--- src/rtl/aes_pkg.sv ---
// Shared AES types, FSM encoding and the basis-change matrices between the
// FIPS-197 polynomial basis and the GF(((2^2)^2)^2) tower basis.
package aes_pkg;

  localparam int unsigned AES_NBYTES = 16;
  localparam logic [7:0]  AFFINE_C     = 8'h63;
  localparam logic [7:0]  INV_AFFINE_C = 8'h05;

  typedef logic [7:0]   byte_t;
  typedef logic [127:0] state_t;
  typedef enum logic [1:0] {IDLE, FEED, DRAIN, DONE} fsm_e;

  // Multiply in GF(2^8) modulo x^8+x^4+x^3+x+1 (elaboration-time helper).
  function automatic byte_t aes_mul(byte_t a, byte_t b);
    byte_t p;
    byte_t x;
    p = 8'h00;
    x = a;
    for (int i = 0; i < 8; i++) begin
      if (b[i]) p = p ^ x;
      x = {x[6:0], 1'b0} ^ (x[7] ? 8'h1B : 8'h00);
    end
    return p;
  endfunction

  // Some non-zero r with r^2 + r = c in the AES field.
  function automatic byte_t aes_root(byte_t c);
    byte_t r;
    r = 8'h00;
    for (int i = 255; i >= 0; i--) begin
      if ((aes_mul(8'(i), 8'(i)) ^ 8'(i)) == c) r = 8'(i);
    end
    return r;
  endfunction

  // Column k is the AES image of tower basis element v^k[2] * u^k[1] * alpha^k[0],
  // with alpha^2+alpha+1=0, u^2+u+alpha=0, v^2+v+alpha*u=0.
  function automatic logic [7:0][7:0] iso_to_aes_cols();
    byte_t a;
    byte_t u;
    byte_t v;
    logic [7:0][7:0] m;
    a = aes_root(8'h01);
    u = aes_root(a);
    v = aes_root(aes_mul(a, u));
    for (int k = 0; k < 8; k++) begin
      m[k] = 8'h01;
      if (k[0]) m[k] = aes_mul(m[k], a);
      if (k[1]) m[k] = aes_mul(m[k], u);
      if (k[2]) m[k] = aes_mul(m[k], v);
    end
    return m;
  endfunction

  function automatic byte_t iso_map(logic [7:0][7:0] m, byte_t x);
    byte_t y;
    y = 8'h00;
    for (int k = 0; k < 8; k++) begin
      if (x[k]) y = y ^ m[k];
    end
    return y;
  endfunction

  // Inverse basis change found by locating the preimage of each AES unit vector.
  function automatic logic [7:0][7:0] iso_from_aes_cols();
    logic [7:0][7:0] f;
    logic [7:0][7:0] m;
    byte_t y;
    f = iso_to_aes_cols();
    m = '0;
    for (int c = 0; c < 256; c++) begin
      y = iso_map(f, 8'(c));
      for (int j = 0; j < 8; j++) begin
        if (y == (8'h01 << j)) m[j] = 8'(c);
      end
    end
    return m;
  endfunction

  function automatic byte_t rotl8(byte_t b, int unsigned n);
    return (b << n) | (b >> (8 - n));
  endfunction

  function automatic byte_t fwd_affine(byte_t b);
    return b ^ rotl8(b, 1) ^ rotl8(b, 2) ^ rotl8(b, 3) ^ rotl8(b, 4) ^ AFFINE_C;
  endfunction

  function automatic byte_t inv_affine(byte_t s);
    return rotl8(s, 1) ^ rotl8(s, 3) ^ rotl8(s, 6) ^ INV_AFFINE_C;
  endfunction

  localparam logic [7:0][7:0] ISO_TO_AES   = iso_to_aes_cols();
  localparam logic [7:0][7:0] ISO_FROM_AES = iso_from_aes_cols();

endpackage

--- src/rtl/gf_sbox_8.sv ---
// Combinational AES S-box / inverse S-box: multiplicative inverse computed in the
// GF(((2^2)^2)^2) tower, wrapped by basis changes and the (inverse) affine map.
module gf_sbox_8
  import aes_pkg::*;
(
  input  logic [7:0] i_byte,
  input  logic       i_inv,
  output logic [7:0] o_byte_c
);

  function automatic logic [1:0] gf4_mul(logic [1:0] a, logic [1:0] b);
    return {(a[1] & b[1]) ^ (a[1] & b[0]) ^ (a[0] & b[1]),
            (a[1] & b[1]) ^ (a[0] & b[0])};
  endfunction

  function automatic logic [1:0] gf4_sq(logic [1:0] a);
    return {a[1], a[1] ^ a[0]};
  endfunction

  // Multiply by alpha.
  function automatic logic [1:0] gf4_scl(logic [1:0] a);
    return {a[1] ^ a[0], a[1]};
  endfunction

  function automatic logic [3:0] gf16_mul(logic [3:0] a, logic [3:0] b);
    logic [1:0] p;
    p = gf4_mul(a[3:2], b[3:2]);
    return {p ^ gf4_mul(a[3:2], b[1:0]) ^ gf4_mul(a[1:0], b[3:2]),
            gf4_scl(p) ^ gf4_mul(a[1:0], b[1:0])};
  endfunction

  function automatic logic [3:0] gf16_sq(logic [3:0] a);
    logic [1:0] s;
    s = gf4_sq(a[3:2]);
    return {s, gf4_scl(s) ^ gf4_sq(a[1:0])};
  endfunction

  // Multiply by lambda = alpha*u, the constant of the outer field polynomial.
  function automatic logic [3:0] gf16_scl(logic [3:0] a);
    return {gf4_scl(a[3:2] ^ a[1:0]), gf4_scl(gf4_scl(a[3:2]))};
  endfunction

  function automatic logic [3:0] gf16_inv(logic [3:0] a);
    logic [1:0] d;
    logic [1:0] di;
    d  = gf4_scl(gf4_sq(a[3:2])) ^ gf4_mul(a[3:2], a[1:0]) ^ gf4_sq(a[1:0]);
    di = gf4_sq(d);
    return {gf4_mul(a[3:2], di), gf4_mul(a[3:2] ^ a[1:0], di)};
  endfunction

  // (h*v + l)^-1 = (h*v + (h+l)) / (lambda*h^2 + h*l + l^2); zero maps to zero.
  function automatic logic [7:0] gf256_inv(logic [7:0] a);
    logic [3:0] d;
    logic [3:0] di;
    d  = gf16_scl(gf16_sq(a[7:4])) ^ gf16_mul(a[7:4], a[3:0]) ^ gf16_sq(a[3:0]);
    di = gf16_inv(d);
    return {gf16_mul(a[7:4], di), gf16_mul(a[7:4] ^ a[3:0], di)};
  endfunction

  logic [7:0] w_pre;
  logic [7:0] w_cin;
  logic [7:0] w_cout;
  logic [7:0] w_post;

  always_comb begin
    w_pre    = i_inv ? inv_affine(i_byte) : i_byte;
    w_cin    = iso_map(ISO_FROM_AES, w_pre);
    w_cout   = gf256_inv(w_cin);
    w_post   = iso_map(ISO_TO_AES, w_cout);
    o_byte_c = i_inv ? w_post : fwd_affine(w_post);
  end

endmodule

--- src/rtl/aes_subbytes_seq.sv ---
// Byte-serial SubBytes/InvSubBytes sequencer: feeds one byte per cycle through a
// shared S-box, optionally pipelined, and reassembles the 128-bit result.
module aes_subbytes_seq
  import aes_pkg::*;
#(
  parameter int unsigned SBOX_LAT = 1,
  parameter int unsigned NBYTES   = AES_NBYTES
) (
  input  logic         clk,
  input  logic         rst,
  input  logic         i_in_valid,
  output logic         o_in_ready,
  input  logic [127:0] i_in_state,
  input  logic         i_in_inv,
  input  logic         i_flush,
  output logic         o_out_valid,
  input  logic         i_out_ready,
  output logic [127:0] o_out_state,
  output logic         o_busy
);

  localparam int unsigned      CNT_W = $clog2(NBYTES);
  localparam logic [CNT_W-1:0] LAST  = CNT_W'(NBYTES - 1);

  fsm_e             r_state;
  fsm_e             w_next;
  logic             r_in_ready;
  logic             r_out_valid;
  logic             r_busy;
  state_t           r_word;
  logic             r_inv;
  logic [CNT_W-1:0] r_issue_cnt;
  logic [CNT_W-1:0] r_retire_cnt;
  logic             r_retire_done;
  state_t           r_out_state;

  logic   w_accept;
  logic   w_issue_vld;
  byte_t  w_issue_byte;
  byte_t  w_sbox_byte;
  logic   w_tail_vld;
  byte_t  w_tail_byte;

  assign w_accept     = (r_state == IDLE) && i_in_valid && !i_flush;
  assign w_issue_vld  = (r_state == FEED);
  assign w_issue_byte = r_word[{r_issue_cnt, 3'b000} +: 8];

  always_comb begin
    w_next = r_state;
    case (r_state)
      IDLE:    if (w_accept) w_next = FEED;
      FEED:    if (r_issue_cnt == LAST) w_next = DRAIN;
      DRAIN:   if (r_retire_done) w_next = DONE;
      DONE:    if (i_out_ready) w_next = IDLE;
      default: w_next = IDLE;
    endcase
    if (i_flush) w_next = IDLE;
  end

  // Handshake outputs are registered copies decoded from the next state.
  always_ff @(posedge clk or posedge rst) begin
    if (rst) begin
      r_state     <= IDLE;
      r_in_ready  <= 1'b1;
      r_out_valid <= 1'b0;
      r_busy      <= 1'b0;
    end else begin
      r_state     <= w_next;
      r_in_ready  <= (w_next == IDLE);
      r_out_valid <= (w_next == DONE);
      r_busy      <= (w_next != IDLE);
    end
  end

  gf_sbox_8 u_sbox (
    .i_byte   (w_issue_byte),
    .i_inv    (r_inv),
    .o_byte_c (w_sbox_byte)
  );

  generate
    if (SBOX_LAT == 0) begin : g_nopipe
      assign w_tail_vld  = w_issue_vld;
      assign w_tail_byte = w_sbox_byte;
    end else begin : g_pipe
      logic [SBOX_LAT-1:0] r_pipe_vld;
      byte_t               r_pipe_data [SBOX_LAT];

      always_ff @(posedge clk or posedge rst) begin
        if (rst) begin
          r_pipe_vld <= '0;
          for (int i = 0; i < int'(SBOX_LAT); i++) r_pipe_data[i] <= 8'h00;
        end else if (i_flush) begin
          r_pipe_vld <= '0;
        end else begin
          r_pipe_vld[0]  <= w_issue_vld;
          r_pipe_data[0] <= w_sbox_byte;
          for (int i = 1; i < int'(SBOX_LAT); i++) begin
            r_pipe_vld[i]  <= r_pipe_vld[i-1];
            r_pipe_data[i] <= r_pipe_data[i-1];
          end
        end
      end

      assign w_tail_vld  = r_pipe_vld[SBOX_LAT-1];
      assign w_tail_byte = r_pipe_data[SBOX_LAT-1];
    end
  endgenerate

  // Input capture, issue/retire counters and result assembly; counters stop at LAST.
  always_ff @(posedge clk or posedge rst) begin
    if (rst) begin
      r_word        <= '0;
      r_inv         <= 1'b0;
      r_issue_cnt   <= '0;
      r_retire_cnt  <= '0;
      r_retire_done <= 1'b0;
      r_out_state   <= '0;
    end else if (i_flush) begin
      r_issue_cnt   <= '0;
      r_retire_cnt  <= '0;
      r_retire_done <= 1'b0;
    end else begin
      if (w_accept) begin
        r_word        <= i_in_state;
        r_inv         <= i_in_inv;
        r_issue_cnt   <= '0;
        r_retire_cnt  <= '0;
        r_retire_done <= 1'b0;
      end else if (w_issue_vld && (r_issue_cnt != LAST)) begin
        r_issue_cnt <= r_issue_cnt + CNT_W'(1);
      end
      if (w_tail_vld) begin
        r_out_state[{r_retire_cnt, 3'b000} +: 8] <= w_tail_byte;
        if (r_retire_cnt == LAST) r_retire_done <= 1'b1;
        else                      r_retire_cnt  <= r_retire_cnt + CNT_W'(1);
      end
    end
  end

  assign o_in_ready  = r_in_ready;
  assign o_out_valid = r_out_valid;
  assign o_busy      = r_busy;
  assign o_out_state = r_out_state;

endmodule

--- config.mk ---
export PLATFORM = sky130hd
export DESIGN_NAME = aes_subbytes_seq
export DESIGN_NICKNAME = d
export VERILOG_FILES = /design/src/rtl/aes_pkg.sv /design/src/rtl/gf_sbox_8.sv /design/src/rtl/aes_subbytes_seq.sv
export SDC_FILE = /design/constraint.sdc
export NUM_CORES = 1
export LEC_CHECK = 0
export BUFFER_PORTS_ARGS = -buffer_cell sky130_fd_sc_hd__buf_4
export CORE_AREA = 3 3 165 167
export CTS_BUF_LIST = sky130_fd_sc_hd__clkbuf_4
export DETAILED_ROUTE_END_ITERATION = 7
export DIE_AREA = 0 0 168 170
export GPL_TIMING_DRIVEN = 1
export PLACE_DENSITY = 0.89
export SLEW_MARGIN = 20
export SYNTH_ARGS = -nofsm -noshare
export SYNTH_HDL_FRONTEND = slang
export SYNTH_SLANG_ARGS = --single-unit
--- constraint.sdc ---
create_clock -name clk -period 12.13 [get_ports clk]
set_clock_uncertainty 0.05 [all_clocks]
set_input_delay 0.6065 -clock clk [delete_from_list [all_inputs] [get_ports clk]]
set_output_delay 0.6065 -clock clk [all_outputs]
set_load 0.005 [all_outputs]
**Word-level counts from Yosys, hierarchy flattened**

Cells that the tools add are included.

- Add/sub/neg operators: 3
- Bitwise logic cells: 168
- Multiplexer cells: 37
- Equality and inequality tests: 7
- Reductions and logical operators: 10
- Shifts and indexed selects: 3

Operators with widths:

| operator | count |
|---|---|
| 128-bit bitwise mux | 1 |
| 8-bit by 9-bit variable shift with 128-bit output (first input constant) | 1 |
| 128-bit by 8-bit indexed part select with 8-bit output | 1 |
| 8-bit by 9-bit indexed part select with 128-bit output | 1 |
| 7-bit 2-to-1 mux | 9 |
| 1-bit AND | 60 |
| 1-bit XOR | 60 |
| 8-bit 2-to-1 mux | 7 |
| 8-bit XOR | 6 |
| 2-bit XOR | 15 |
| 4-bit 2-to-1 mux | 7 |
| 4-bit inverter | 5 |
| 8-bit by 1-bit OR with 8-bit output | 2 |
| 8-bit by 3-bit OR with 8-bit output | 2 |
| 5-bit inverter | 3 |
| 6-bit inverter | 2 |
| 4-bit XOR | 3 |
| 2-bit 2-to-1 mux | 5 |
| 7-bit negator with 9-bit output | 1 |
| 3-bit inverter | 3 |
| 4-bit by 1-bit adder with 4-bit output (second input constant) | 2 |
| 4-bit == test (second input constant) | 2 |
| 8-bit by 2-bit OR with 8-bit output | 1 |
| 8-bit by 4-bit OR with 8-bit output | 1 |
| 15 further kinds | 28 |

- Word-level logic and storage cells: 240
- Output and inout port bits: 131
- Register bits after elaboration: 280
- Bits of input ports: 134

**Logic depth before layout (Yosys ltp)**

Gate-level depths: netlist of the first run.

- Depth after elaboration: 63
- Depth in mapped cells: 38
- Gate-level depth less buffers: 30

**Cells and area by module**

From an unflattened synthesis of the first run, not the netlist that was laid out.

- Cells, all modules: 1169
- Area, all modules: 15014.4 um^2

Modules (own cells, without submodules):

| module | seq. area each (um^2) | area each (um^2) | cells an instance | times used |
|---|---|---|---|---|
| aes_subbytes_seq | 7008.0 | 12026.5 | 767 | 1 |
| gf_sbox_8 | 0.0 | 2987.9 | 402 | 1 |

**Worst setup path after synthesis of the first run**

Ideal clock, no wire load.

- Path type: register -> register
- Start: reg r_issue_cnt[0]
- End: reg g_pipe.r_pipe_data[2] (netlist bit)
- Setup time: 0.131 ns
- Clock period less this slack: 8.527 ns
- Setup slack: 3.603 ns
- Arrival: 8.346 ns
- Required time: 11.949 ns
- Cell stages (with the launch flop): 37
- Path buffers: 6
- Cell sequence: dfrtp_1 -> buf_6 -> buf_12 -> buf_12 -> mux4_2 -> a22oi_1 -> nand2_2 -> xor2_4 -> xnor2_2 -> mux2i_1 -> and4_4 -> nor2_2 -> xnor2_1 -> inv_1 -> ha_1 -> xnor2_1 -> xnor3_1 -> xnor2_1 -> a21o_1 -> and2_1 -> buf_2 -> clkinv_1 -> clkbuf_1 -> ha_1 -> inv_1 -> clkbuf_1 -> nor2_1 -> o21ai_0 -> a31oi_4 -> o21ai_1 -> xor3_1 -> xnor3_1 -> xnor3_2 -> xnor2_2 -> xnor3_1 -> and4_1 -> or3_1

- Cells in the longest elaborated chain, start to end: 54
- Elaborated cells between the ends (all ways): 184
- Those cells by class: shift (1); mux (18); bitwise (165)

Ends and longest elaborated chain:

| what | RTL line | text |
|---|---|---|
| from (decl) | aes_subbytes_seq.sv:32 | `logic [CNT_W-1:0] r_issue_cnt;` |
| from (signal assigned) | aes_subbytes_seq.sv:131 | `r_issue_cnt <= r_issue_cnt + CNT_W'(1);` |
| 128-bit by 8-bit indexed part select with 8-bit output * | aes_subbytes_seq.sv:46 | `assign w_issue_byte = r_word[{r_issue_cnt, 3'b000} +: 8];` |
| 8-bit by 1-bit OR with 8-bit output / 8-bit by 3-bit OR with 8-bit output (equally long branches) | aes_pkg.sv:81 | `return (b << n) \| (b >> (8 - n));` |
| 8-bit XOR (2 in series) | aes_pkg.sv:89 | `return rotl8(s, 1) ^ rotl8(s, 3) ^ rotl8(s, 6) ^ INV_AFFINE_C;` |
| 2-bit inverter (no line) | -- |  |
| 8-bit 2-to-1 mux * | gf_sbox_8.sv:66 | `w_pre = i_inv ? inv_affine(i_byte) : i_byte;` |
| 1-bit 2-to-1 mux | aes_pkg.sv:59 | `if (x[k]) y = y ^ m[k];` |
| 3-bit inverter (no line) | -- |  |
| 7-bit 2-to-1 mux (3 in series) | aes_pkg.sv:59 |  |
| [... 33 more ...] | -- |  |
| 7-bit 2-to-1 mux | aes_pkg.sv:59 |  |
| 6-bit inverter (no line) | -- |  |
| 7-bit 2-to-1 mux | aes_pkg.sv:59 |  |
| 6-bit inverter (no line) | -- |  |
| 7-bit 2-to-1 mux | aes_pkg.sv:59 |  |
| 8-bit XOR / 8-bit by 2-bit OR with 8-bit output (equally long branches) | aes_pkg.sv:85, aes_pkg.sv:81 |  |
| 8-bit XOR (3 in series) | aes_pkg.sv:85 | `return b ^ rotl8(b, 1) ^ rotl8(b, 2) ^ rotl8(b, 3) ^ rotl8(b, 4) ^ AFFINE_C;` |
| 8-bit 2-to-1 mux * | gf_sbox_8.sv:70 | `o_byte_c = i_inv ? w_post : fwd_affine(w_post);` |
| to (signal, indexed assignment) | aes_subbytes_seq.sv:100 | `r_pipe_data[i] <= r_pipe_data[i-1];` |
| to (decl) | aes_subbytes_seq.sv:87 | `byte_t r_pipe_data [SBOX_LAT];` |

Every way passes the cells marked *; elsewhere a longest branch is shown, timed or not.
A chain may end at the register's enable or synchronous reset.

**Worst setup path in the final report of the first run**

- Start: reg r_issue_cnt[1]
- End: reg g_pipe.r_pipe_data[2] (netlist bit)

The elaborated chain is that of the path after synthesis.

==> impl_metrics.py, run 1 <==
metrics = {
    "global_route": {
        "grt-ovfl-total": 0,
        "grt_max_degree": 135,
        "grt_pass1_vias": 12180,
        "antenna_found_initial": 1,
        "grt_usage": 0.2809,
        "grt_pass1_wl_mm": 64.94,
    },
    "critical_path": {
        "endpoint_kind": "flip-flop",
        "cpLargestDelayFamily": "XOR/XNOR gates",
        "worst_setup_path_start_kind": "flip-flop",
        "arrival_ns": 11.13,
        "cp_slowest_cell": "dfrtp_1",
        "worstSetupPathType": "reg2reg",
        "worstPathRequired_ns": 12.62,
        "path_buf_inv": 4,
        "critPathMaxFanout": 26,
        "slowest_delay_ns": 0.98,
    },
    "finish": {
        "final_area_mm2": 0.01803,
        "drive_gt1_frac": 0.3911,
        "nNetsFinal": 1737,
        "areaGrowthSynthToFinish_pct": 20.14,
    },
    "drt": {
        "postRouteAntennaNets": 0,
        "dr_total_vias": 12010,
        "wl_met1_mm": 16.18,
        "wl_met2_mm": 19.96,
        "wl_per_cell_um": 20.50,
        "drtPass1Iterations": 5,
        "drt_drc_violations_left": 0,
        "dr_wl_met3_mm": 3.142,
        "top_layer_used": "met4",
        "wl_mm": 40.40,
        "routed_via_density": 6.091,
        "drt_iter0_markers": 998,
    },
    "sta": {
        "tightestPinTransition_ns": 0.9787,
        "period_minus_slack_ns": 10.65,
        "slew_violations": 0,
        "fin_crit_sh": 0.8776,
        "rsz0062_at_grt": "no",
        "setup-violations-final": 0,
        "hold_viol": 0,
        "fin_tns_setup_ns": 0,
        "max_freq_mhz": 93.94,
        "slew_headroom": 0.3475,
    },
    "worst_hold_path": {
        "hp-class": "in2async",
    },
    "synth": {
        "yosys-top-cells-count": "279 x dfrtp_1, 196 x mux2_2, 149 x nand2_1",
        "synth_edf_count": 0,
        "synth_cell_type_count": 90,
        "yosysSeqAreaShare": 0.4671,
        "synth_area_mm2": 0.01500,
        "synth_nets": 1473,
        "syn_area_per_cell_um2": 11.29,
        "synth.most_common_cell": "dfrtp_1",
        "yosysTopAreaCellShare": 0.4653,
        "ys.flop_type": "dfrtp_1",
        "synth_cells": 1329,
        "yosys.area.top_type": "dfrtp_1",
        "ys_ff_latch": 280,
        "synth_area_leaders": "dfrtp_1 47%, mux2_2 15%, nand2_1 3.7%",
        "yosys_warnings": 0,
        "ys_async_sr_fraction": 1.000,
    },
    "floorplanning": {
        "die_h_um": 170,
        "die-width_um": 168,
        "ioPinCount": 265,
        "row_count": 59,
        "core_mm2": 0.02591,
        "dieArea_mm2": 0.02856,
        "initial_utilization": 0.5791,
    },
    "clock_tree": {
        "clk_latency_ns": 0.70,
        "post_cts_buffers": 0,
        "ctsResizeCount": 0,
        "cts.path.max_buffers": 3,
        "path_clk_slew_ns": 0.07,
        "cts-root-buf": "clkbuf_4",
        "cts_buffers": 73,
        "cts_hold_buf": 0,
        "cts_tree": "yes",
        "cts_max_level": 3,
        "cts.sinks": 280,
    },
    "status": {
        "run_status": "finished clean",
    },
    "place": {
        "port_buffers": 264,
        "dp_hpwl_mm": 29.70,
        "placedInstanceArea_mm2": 0.01710,
        "routabilityCongestion": 0.9471,
    },
    "run": {
        "drv_cap": 0,
    },
}
-- flip-flops by register name (all words and copies together), names as in the netlist --
name                cells
g_pipe.r_pipe_vld       1
r_issue_cnt             4
o_out_state           128
o_busy                  1
r_retire_done           1
r_retire_cnt            4
o_out_valid             1
g_pipe.r_pipe_data      8
o_in_ready              1
r_inv                   1
r_word                128
r_state                 2
-- worst paths after layout --
check | from | to | cells after the start | slack, ns
min reg2reg | o_out_state[124]$_DFFE_PP0P_ | o_out_state[124]$_DFFE_PP0P_ | 2 | 0.43
min in group clk | i_in_state[117] | r_word[117]$_DFFE_PP0P_ | 2 | 0.09
max reg2reg | r_issue_cnt[1]$_DFFE_PP0P_ | g_pipe.r_pipe_data[2]$_DFFE_PP0N_ | 30 | 1.48
max | r_issue_cnt[1]$_DFFE_PP0P_ | g_pipe.r_pipe_data[2]$_DFFE_PP0N_ | 30 | 1.48
min | rst | r_word[123]$_DFFE_PP0P_ | 2 | 0.06
max in group asynchronous | rst | o_out_state[37]$_DFFE_PP0P_ | 4 | 9.61
-- per-layer routing --
layer  vias up  global-route usage
met4         0             0.09463
met1      5915              0.3547
met3       101             0.06643
li1       5435                   -
met2       555              0.4808
met5         -                   0
-- kinds of logic (layout without fill, tap and decap cells) --
family,count (synthesis),after routing,synth area share
simple gates,354,354,0.1127
flops,280,280,0.4671
compound gates,253,253,0.1102
mux,249,249,0.2080
buf+inv,109,414,0.03252
xor+xnor,73,73,0.06054
fa+ha+maj,11,11,0.009006
other cells,0,2,0
-- worst register-to-register path, delay by kind of cell (launching register included) --
family,cells,cell delay [ns]
xor gates and xnor gates,10,3.26
and+or+nand+nor,9,2.66
DFF,1,0.98
buffers and inverters,4,1.46
muxes,1,0.32
AOI/OAI and AO/OA,4,0.91
adders and majority gates,2,0.88
-- through the flow --
stage | std cells | util | setup WS [ns] | hold WS, ns
after detailed placement | 1853 | 0.6600 | 1.825 | 0.4215
after global placement | 1853 | 0.6600 | 2.107 | 0.4127
after global routing | 1970 | 0.6956 | 0.8034 | 0.04911
after CTS | 1969 | 0.6955 | 1.773 | 0.05678
after floorplan | 1329 | - | 3.603 | 0.4220
final | 1971 | 0.6957 | 1.485 | 0.05916
-- layout by cell type, fill, tap and decap left out, types with 5 or more instances in the layout --
| master | netlist | final |
|---|---|---|
| inv_1 | 23 | 22 |
| nand4_1 | 15 | 15 |
| mux2_2 | 196 | 196 |
| o221ai_1 | 8 | 8 |
| a22oi_1 | 10 | 10 |
| a21oi_1 | 37 | 37 |
| and3_1 | 8 | 8 |
| dfrtp_1 | 279 | 278 |
| a211oi_1 | 12 | 12 |
| mux4_1 | 6 | 6 |
| o22ai_1 | 5 | 5 |
| and4_1 | 5 | 5 |
| xnor2_2 | 6 | 6 |
| and2_1 | 7 | 7 |
| buf_4 | 2 | 273 |
| or3_1 | 7 | 7 |
| xnor3_1 | 11 | 11 |
| nor2_1 | 46 | 45 |
| nand2_1 | 149 | 149 |
| a32oi_1 | 5 | 5 |
| a31oi_1 | 8 | 8 |
| nand2b_1 | 6 | 6 |
| nor3_1 | 26 | 26 |
| xor2_1 | 16 | 16 |
| clkinv_1 | 1 | 6 |
| o21ai_0 | 104 | 104 |
| o211ai_1 | 8 | 8 |
| a211o_1 | 6 | 6 |
| or4_1 | 6 | 6 |
| mux4_2 | 22 | 22 |
| clkbuf_4 | 0 | 104 |
| mux2i_1 | 23 | 23 |
| xnor2_1 | 35 | 35 |
| nor2b_1 | 10 | 10 |
| nand3_1 | 46 | 46 |
| ha_1 | 10 | 10 |
-- layout make-up --
cell class | instances | area, um2
antenna | 2 | 5.005
tap | 335 | 419.2
clock inverter | 12 | 138.9
multi-input combinational | 940 | 7522
sequential | 280 | 7009
fill | 1800 | 7885
clock buffer | 104 | 780.7
timing repair buffer | 273 | 2049
inverter | 25 | 101.3
Power of run 1 is left out: the tool's default activity adds up to more than one toggle a clock period on the data nets, which glitch-free logic cannot reach.
==> run 2: changes to the inputs <==
--- a/config.mk
+++ b/config.mk
@@ -6,12 +6,12 @@
 export NUM_CORES = 1
 export LEC_CHECK = 0
 export BUFFER_PORTS_ARGS = -buffer_cell sky130_fd_sc_hd__buf_4
-export CORE_AREA = 3 3 165 167
+export CORE_AREA = 3 3 118 234
 export CTS_BUF_LIST = sky130_fd_sc_hd__clkbuf_4
 export DETAILED_ROUTE_END_ITERATION = 7
-export DIE_AREA = 0 0 168 170
-export GPL_TIMING_DRIVEN = 1
-export PLACE_DENSITY = 0.89
+export DIE_AREA = 0 0 121 237
+export GPL_TIMING_DRIVEN = 0
+export PLACE_DENSITY = 0.81
 export SLEW_MARGIN = 20
 export SYNTH_ARGS = -nofsm -noshare
 export SYNTH_HDL_FRONTEND = slang
==> run 2 against run 1 <==
Net effect:
- design area grew 1.3%
- core utilization grew 0.19 points
- worst hold slack lost 0.0084 ns
- critical endpoint unchanged
- worst setup slack lost 0.25 ns
==> impl_metrics.py, run 2 (same netlist as run 1, synthesis figures left out) <==
metrics = {
    "global_route": {
        "grt_pass1_vias": 12730,
        "grt_max_degree": 114,
        "grt-ovfl-total": 0,
        "grt_pass1_wl_mm": 67.77,
        "antenna_found_initial": 4,
        "grt_usage": 0.3048,
    },
    "clock_tree": {
        "cts.path.max_buffers": 3,
        "clk_latency_ns": 0.77,
        "cts_buffers": 59,
        "path_clk_slew_ns": 0.08,
        "cts-root-buf": "clkbuf_4",
        "cts_tree": "yes",
        "post_cts_buffers": 0,
        "cts_max_level": 2,
        "cts.sinks": 280,
    },
    "floorplanning": {
        "die_h_um": 237,
        "die-width_um": 121,
        "core_mm2": 0.02617,
        "ioPinCount": 265,
        "row_count": 84,
        "dieArea_mm2": 0.02868,
        "initial_utilization": 0.5733,
    },
    "critical_path": {
        "reg2reg_depth": 37,
        "crit_start": "r_issue_cnt[1]$_DFFE_PP0P_",
        "critPathMaxFanout": 10,
        "worstSetupPathType": "reg2reg",
        "crit_top_cell": "buf_2",
        "arrival_ns": 11.46,
        "worstPathRequired_ns": 12.70,
        "reg2reg_from": "r_issue_cnt[1]$_DFFE_PP0P_",
        "cp_slowest_cell": "xnor2_1",
        "endpoint_kind": "flip-flop",
        "slowest_delay_ns": 0.50,
        "worst_setup_path_start_kind": "flip-flop",
    },
    "worst_hold_path": {
        "min_path_cells": 2,
        "hp-start": "i_in_state[64]",
        "hp-class": "in2reg",
    },
    "sta": {
        "fin_crit_sh": 0.8984,
        "hold_viol": 0,
        "rsz0062_at_grt": "no",
        "slew_violations": 0,
        "tightestPinTransition_ns": 0.9013,
        "slew_headroom": 0.3955,
        "setup-violations-final": 0,
        "max_freq_mhz": 91.76,
        "period_minus_slack_ns": 10.90,
        "fin_tns_setup_ns": 0,
    },
    "finish": {
        "regArea_mm2": 0.007008,
        "final_common_cell": "dfrtp_1",
        "multi_input_area_mm2": 0.007515,
        "nNetsFinal": 1803,
        "drive_gt1_frac": 0.3685,
        "layout_common_cells": "279 x dfrtp_1, 266 x buf_4, 196 x mux2_2, 149 x nand2_1, 104 x o21ai_0",
        "n_fill_cell": 1922,
        "areaGrowthSynthToFinish_pct": 21.67,
    },
    "run": {
        "drv_cap": 0,
    },
    "drt": {
        "wl_mm": 44.02,
        "routed_via_density": 5.949,
        "dr_total_vias": 12230,
        "wl_per_cell_um": 21.42,
        "postRouteAntennaNets": 0,
        "drt_drc_violations_left": 0,
        "drtPass1Iterations": 7,
        "drt_iter0_markers": 683,
    },
    "status": {
        "run_status": "finished clean",
    },
    "place": {
        "port_buffers": 264,
        "dp_hpwl_mm": 33.98,
        "routabilityCongestion": 0.9863,
    },
}
==> run 2: final timing paths <==
| path | endpoint | slack (ns) |
|---|---|---|
| worst max-delay path | g_pipe.r_pipe_data[2]$_DFFE_PP0N_ | 1.23 |
| worst max register to register | g_pipe.r_pipe_data[2]$_DFFE_PP0N_ | 1.23 |
| min in group asynchronous | o_out_state[103]$_DFFE_PP0P_ | 0.40 |
| worst min register to register | o_out_state[63]$_DFFE_PP0P_ | 0.43 |
| max in group asynchronous | r_word[10]$_DFFE_PP0P_ | 10.17 |
| worst min-delay path | r_word[64]$_DFFE_PP0P_ | 0.05 |
==> run 2: worst max-delay path: cells and delay by family (launching register included) <==
family          cells  cell delay (ns)
compound gates      5             1.14
xor+xnor           10             3.35
fa+ha+maj           2             0.62
buf+inv            11             3.19
flops               1             0.35
mux                 1             0.44
simple gates        8             1.62
==> run 2: stage by stage <==
step                instance area (um2)    util  std cells  setup WS (ns)  hold WS [ns]
global placement                  17420  0.6655       1937          1.350        0.4117
finish                            18260  0.6976       2055          1.232       0.05073
detailed placement                17490  0.6683       1940          1.379        0.4212
floorplan                         15000       -       1329          3.603        0.4220
global route                      18260  0.6976       2055         0.6750       0.01261
CTS                               18250  0.6972       2051          1.357      0.004969
==> run 2: area by class of cell <==
| type | count | share of cell area |
|---|---|---|
| inverters | 25 | 0.005551 |
| well taps | 344 | 0.02358 |
| flip-flops and latches | 280 | 0.3839 |
| clock buffers | 78 | 0.03207 |
| plain buffers | 84 | 0.02159 |
| clock inverters | 31 | 0.008224 |
| diodes | 4 | 0.0005483 |
| repair buffers | 269 | 0.1129 |
| multi-input cells | 940 | 0.4116 |
==> run 2: timing repair <==
item                                   in CTS  in global routing
hold buffers                                2                  0
endpoints found under the hold margin      66                  0
gates resized for setup                     0                  0
==> run 2: routing by layer <==
layer  GRT usage  share of wire  up-vias
met1      0.2835           0.32     6018
met5           0              0        -
li1            -              -     5571
met4      0.2156          0.074        0
met2      0.5843           0.56      480
met3     0.04350          0.042      156
Power of run 2 is left out for the same reason.
